`src/rtl/branch_predictor.sv`:
```
// Direct-mapped branch target buffer with 2-bit saturating direction counters.
// Same-cycle lookup for IF, training and misprediction detection from MEM.

module bp_entry #(
  parameter int DATA_W = 64,
  parameter int TAG_W  = 8
) (
  input  logic              clk,
  input  logic              arst_n,
  input  logic              en,
  input  logic              flush,
  input  logic              sel,
  input  logic              upd_taken,
  input  logic [TAG_W-1:0]  upd_tag,
  input  logic [DATA_W-1:0] upd_target,
  output logic              valid,
  output logic [TAG_W-1:0]  tag,
  output logic [DATA_W-1:0] target,
  output logic              ctr_msb
);
  logic [1:0] ctr;
  logic       hit;

  assign hit     = valid && (tag == upd_tag);
  assign ctr_msb = ctr[1];

  always_ff @(posedge clk or negedge arst_n) begin
    if (!arst_n) begin
      valid  <= 1'b0;
      tag    <= '0;
      target <= '0;
      ctr    <= 2'b01;
    end else if (en) begin
      if (flush) begin
        // only validity is dropped; stale target/ctr are harmless once invalid
        valid <= 1'b0;
      end else if (sel) begin
        if (hit) begin
          if (upd_taken) begin
            if (ctr != 2'b11) ctr <= ctr + 2'b01;
            target <= upd_target;
          end else if (ctr != 2'b00) begin
            ctr <= ctr - 2'b01;
          end
        end else if (upd_taken) begin
          valid  <= 1'b1;
          tag    <= upd_tag;
          target <= upd_target;
          ctr    <= 2'b10;
        end
      end
    end
  end
endmodule

module branch_predictor #(
  parameter int DATA_W  = 64,
  parameter int ENTRIES = 16,
  parameter int TAG_W   = 8,
  parameter int CNT_W   = 32
) (
  input  logic              clk,
  input  logic              arst_n,
  input  logic              enable,
  input  logic              flush_table,
  input  logic [DATA_W-1:0] lookup_pc,
  output logic              pred_taken,
  output logic [DATA_W-1:0] pred_pc,
  input  logic              upd_valid,
  input  logic [DATA_W-1:0] upd_pc,
  input  logic              upd_taken,
  input  logic [DATA_W-1:0] upd_target,
  input  logic              upd_pred_taken,
  input  logic [DATA_W-1:0] upd_pred_pc,
  output logic              mispredict,
  output logic [DATA_W-1:0] correct_pc,
  output logic [CNT_W-1:0]  branch_cnt,
  output logic [CNT_W-1:0]  mispredict_cnt
);
  localparam int IDX_W = $clog2(ENTRIES);

  typedef struct packed {
    logic              valid;
    logic              taken;
    logic [IDX_W-1:0]  idx;
    logic [TAG_W-1:0]  tag;
    logic [DATA_W-1:0] target;
  } upd_req_t;

  upd_req_t                        req;
  logic [IDX_W-1:0]                l_idx;
  logic [TAG_W-1:0]                l_tag;
  logic                            l_hit;
  logic [ENTRIES-1:0]              e_valid;
  logic [ENTRIES-1:0]              e_ctr_msb;
  logic [ENTRIES-1:0][TAG_W-1:0]   e_tag;
  logic [ENTRIES-1:0][DATA_W-1:0]  e_target;

  assign req.valid  = upd_valid;
  assign req.taken  = upd_taken;
  assign req.idx    = upd_pc[IDX_W+1:2];
  assign req.tag    = upd_pc[IDX_W+TAG_W+1:IDX_W+2];
  assign req.target = upd_target;

  for (genvar i = 0; i < ENTRIES; i++) begin : g_entry
    bp_entry #(.DATA_W(DATA_W), .TAG_W(TAG_W)) u_entry (
      .clk        (clk),
      .arst_n     (arst_n),
      .en         (enable),
      .flush      (flush_table),
      .sel        (req.valid && (req.idx == IDX_W'(i))),
      .upd_taken  (req.taken),
      .upd_tag    (req.tag),
      .upd_target (req.target),
      .valid      (e_valid[i]),
      .tag        (e_tag[i]),
      .target     (e_target[i]),
      .ctr_msb    (e_ctr_msb[i])
    );
  end

  // lookup reads registered state, so a same-cycle update is not visible yet
  assign l_idx      = lookup_pc[IDX_W+1:2];
  assign l_tag      = lookup_pc[IDX_W+TAG_W+1:IDX_W+2];
  assign l_hit      = e_valid[l_idx] && (e_tag[l_idx] == l_tag);
  assign pred_taken = l_hit && e_ctr_msb[l_idx];
  assign pred_pc    = pred_taken ? e_target[l_idx] : lookup_pc + DATA_W'(4);

  assign correct_pc = upd_taken ? upd_target : upd_pc + DATA_W'(4);
  assign mispredict = upd_valid &&
                      ((upd_pred_taken != upd_taken) || (upd_pred_pc != correct_pc));

  always_ff @(posedge clk or negedge arst_n) begin
    if (!arst_n) begin
      branch_cnt     <= '0;
      mispredict_cnt <= '0;
    end else if (enable && upd_valid) begin
      if (branch_cnt != '1) branch_cnt <= branch_cnt + CNT_W'(1);
      if (mispredict && (mispredict_cnt != '1)) mispredict_cnt <= mispredict_cnt + CNT_W'(1);
    end
  end
endmodule

```
`config.mk`:
```
export PLATFORM = sky130hd
export DESIGN_NAME = branch_predictor
export DESIGN_NICKNAME = d
export VERILOG_FILES = /design/src/rtl/branch_predictor.sv
export SDC_FILE = /design/constraint.sdc
export NUM_CORES = 2
export LEC_CHECK = 0
export BUFFER_PORTS_ARGS = -buffer_cell sky130_fd_sc_hd__buf_2
export CORE_UTILIZATION = 25
export CTS_CLUSTER_DIAMETER = 150
export DETAILED_ROUTE_END_ITERATION = 6
export PLACE_DENSITY = 0.47
export SLEW_MARGIN = 25
export SYNTH_ARGS = -nofsm -noshare
export SYNTH_HDL_FRONTEND = slang
export SYNTH_HIERARCHICAL = 1
export SYNTH_SLANG_ARGS = --single-unit
```
`constraint.sdc`:
```
create_clock -name clk -period 4.5 [get_ports clk]
set_input_delay 0.45 -clock clk [delete_from_list [all_inputs] [get_ports clk]]
set_output_delay 0.45 -clock clk [all_outputs]
set_load 0.01 [all_outputs]
```
==> results.sh <==
export IMPL_grt_pass1_vias=46490
export IMPL_synth_seq_cells=1264
export IMPL_final_cell_area_mm2=0.07908
export IMPL_p_sw_mw=7.788
export IMPL_crit_required_ps=4050
export IMPL_final_core_util_pct=30.34
export IMPL_synth_top_area_share_pct=47.49
export IMPL_grt_pass1_wl_um=357200
export IMPL_period_needed_ps=4464
export IMPL_area_growth_pct=20.25
export IMPL_max_cap_violations=0
export IMPL_hold_ws_ps=137.6
export IMPL_num_rows=187
export IMPL_tns_ps=0
export IMPL_p_leak_nw=34.42
export IMPL_antenna_found_initial=52
export IMPL_p_seq_share_pct=44.2
export IMPL_max_freq_mhz=224.0
export IMPL_maxSlewHeadroom_pct=26.48
export IMPL_path_cells="mux4_2 -> mux4_2 -> xor2_1 -> a211oi_2 -> buf_4 -> nand3_2 -> nor3b_4 -> buf_12 -> buf_16 -> buf_12 -> nand2_1 -> o21ai_1 -> buf_2"
export IMPL_end_kind="output pin"
export IMPL_power_density_mw_per_mm2=365.6
export IMPL_io_pin_count=457
export IMPL_dieArea_mm2=0.2651
export IMPL_routed_wirelength_um=252500
export IMPL_fin_crit_sh_pct=99.20
export IMPL_hold_depth=2
export IMPL_start_kind="flip-flop"
export IMPL_slew_violations=0
export IMPL_reg2reg_to="mispredict_cnt[1]"
export IMPL_ys_async_sr_fraction_pct=100.0
export IMPL_cp_slowest_cell="mux4_2"
export IMPL_clkTransAtPathRegs_ps=60
export IMPL_worstMarginPinSlew_ps=1103
export IMPL_r2r_start="mispredict_cnt[11]"
export IMPL_clock_latency_ps=820
export IMPL_place_congestion=0.9522
export IMPL_fp_dieW_um=514.9
export IMPL_total_power_mw=28.91
export IMPL_wl_per_cell_um=27.85
export IMPL_overflow=0
export IMPL_crit_end="pred_pc[12]"
export IMPL_critPathMaxStageDelay_ps=520
export IMPL_rr_worst_depth=11
export IMPL_grt_max_degree=144
export IMPL_outcome="finished clean"
export IMPL_cts_tree="done"
export IMPL_port_buffers=456
export IMPL_p_int_mw=21.13
export IMPL_syn_nets=5046
export IMPL_drtPass1Iterations=5
export IMPL_clkPwrFrac_pct=42.3
export IMPL_dpl_cell_area_mm2=0.07355
export IMPL_vias=45190
export IMPL_crit_start="g_entry[8].u_entry/tag[6]"
export IMPL_clock_path_buffers=3
export IMPL_rsz0062_at_grt="true"
export IMPL_setup_viol=0
export IMPL_cts_root_buf="clkbuf_16"
export IMPL_cts_max_level=4
export IMPL_yosysWarnings=6
export IMPL_synthTopCellsByArea="dfrtp_1, mux2_2, mux4_2, xnor2_1, nand2_1"
export IMPL_hold_viol_final=0
export IMPL_synthMostInstantiatedCell="dfrtp_1"
export IMPL_via_per_inst=4.984
export IMPL_ys_top_cells_by_count="dfrtp_1, mux2_2, mux4_2, xnor2_1, nand2_1"
export IMPL_drtIter0Drc=3575
export IMPL_ff2ff_setup_slack_ps=1160
export IMPL_fp_dieH_um=514.9
export IMPL_start_util_pct=25.23
export IMPL_synthDistinctLibCells=79
export IMPL_synth_edff_count=0
export IMPL_fin_nets=5690
export IMPL_hpwlAfterDp_um=171200
export IMPL_synth_area_mm2=0.06576
export IMPL_synthFlopType="dfrtp_1"
export IMPL_postRouteAntennaNets=0
export IMPL_coreArea_mm2=0.2606
export IMPL_ys_seq_area_share_pct=48.13
export IMPL_cts_sinks=1264
export IMPL_vdd_drop_max_mv=0.3789
export IMPL_clock_skew_ps=43.90
export IMPL_switching_share_pct=26.94
export IMPL_yosysTopAreaCell="dfrtp_1"
export IMPL_cp_max_fo=5
export IMPL_cts_inserted_buffers=151
export IMPL_drive_gt1_share_pct=47.14
export IMPL_drc=0
export IMPL_hold_class="in2reg"
export IMPL_path_class="reg2out"
export IMPL_synth_avg_cell_area_um2=13.77
export IMPL_power_frac_comb_pct=13.4
export IMPL_worstPathArrival_ps=4010
export IMPL_syn_inst=4776
export IMPL_grtUsageTotal_pct=18.75
==> how the worst min path moves through the flow <==
stage	start	endpoint	slack [ps]
5_1_grt	upd_taken	g_entry[2].u_entry/valid	100
2_1_floorplan	arst_n	branch_cnt[0]	150
4_1_cts	upd_target[9]	g_entry[10].u_entry/target[9]	60
6_report	upd_target[9]	g_entry[10].u_entry/target[9]	140
3_3_place_gp	branch_cnt[26]	branch_cnt[26]	470
3_5_place_dp	mispredict_cnt[30]	mispredict_cnt[30]	480
==> cell usage in the layout, fill, tap and decap left out, drive strengths merged, types with 6 or more instances in the layout <==
cell,Yosys,layout
nor3,42,42
o21ai,142,142
a31oi,29,29
xor2,104,104
a21oi,55,55
o31ai,20,20
a211oi,8,8
nand4,87,87
mux4,360,360
o311a,18,18
or4,10,10
dfstp,16,16
nand2b,12,12
and3,43,43
nor2b,10,10
o32ai,18,18
inv,48,52
nor4,39,39
a311oi,6,6
clkbuf,98,247
dfrtp,1248,1248
mux2,1167,1167
and2,28,28
or2,6,6
and4bb,16,16
a211o,17,17
or3,11,11
nand3b,18,18
buf,171,752
nor2,136,136
diode,0,34
nand3,113,113
clkinv,0,23
xnor2,296,296
and4,18,18
ha,7,7
nand2,257,257
a2111oi,17,17
nand4b,20,20
==> power by group through the flow <==
stage	registers, mW	clock network [mW]	logic (mW)
after floorplan	12.8	0	2.17
after global placement	12.9	0	3.85
after detailed placement	13.0	0	3.90
after CTS	12.8	12.6	3.91
after global routing	12.9	13.1	4.15
final	12.8	12.2	3.88
==> layout make-up <==
type                    count  area (µm²)
fillers                 26450      181600
diodes                     34       85.08
inverters                  48       180.2
clock inverters            30       541.8
clock buffers             240        4473
repair buffers            760        5404
flip-flops and latches   1264       31650
well taps                3496        4374
multi-input cells        3195       32370
==> stage by stage <==
step                      cells  worst slack, ps
after floorplan            4776            249.1
after global placement     8748           -203.9
after detailed placement   8748           -253.3
after CTS                  9020           -54.77
after global routing       9056           -64.51
final                      9067            36.15
==> layer usage <==
metal / routed length (µm) / part of all wire, % / track usage [%]
met1: 108400 / 43 / 24.81
met2: 120900 / 48 / 30.44
met3: 12300 / 4.9 / 2.807
met4: 10840 / 4.3 / 7.885
met5: 102 / 0.040 / 0
==> cell families (layout without fill, tap and decap cells) <==
family | Yosys count | count (layout) | share of synthesized area (%)
compound gates | 379 | 379 | 3.921
xor+xnor | 401 | 401 | 5.361
fa+ha+maj | 7 | 7 | 0.1332
buf+inv | 317 | 1078 | 2.858
flops | 1264 | 1264 | 48.13
mux | 1531 | 1531 | 32.38
other cells | 0 | 34 | 0
simple gates | 877 | 877 | 7.220
==> critical path: cells and delay by family (launching register included) <==
family | cells | cell delay [ps]
AND/OR/NAND/NOR | 3 | 390
XOR/XNOR | 1 | 160
flip-flops | 1 | 410
AO/OA/AOI/OAI | 2 | 340
multiplexers | 2 | 1020
buffers and inverters | 5 | 900
==> what timing repair did <==
item	CTS	global route
hold buffers	1	0
endpoints found under the setup margin	20	56
gates cloned	0	6
hold endpoints to repair	65	0
resized for setup	14	29
pin swaps	0	3
setup buffers	1	6
==> registers in the layout, summed over array words and instances (netlist names) <==
register / count
g_entry.u_entry/tag: 128
branch_cnt: 32
g_entry.u_entry/target: 1024
g_entry.u_entry/valid: 16
mispredict_cnt: 32
g_entry.u_entry/ctr: 32
Power figures use the tool's default switching activity.
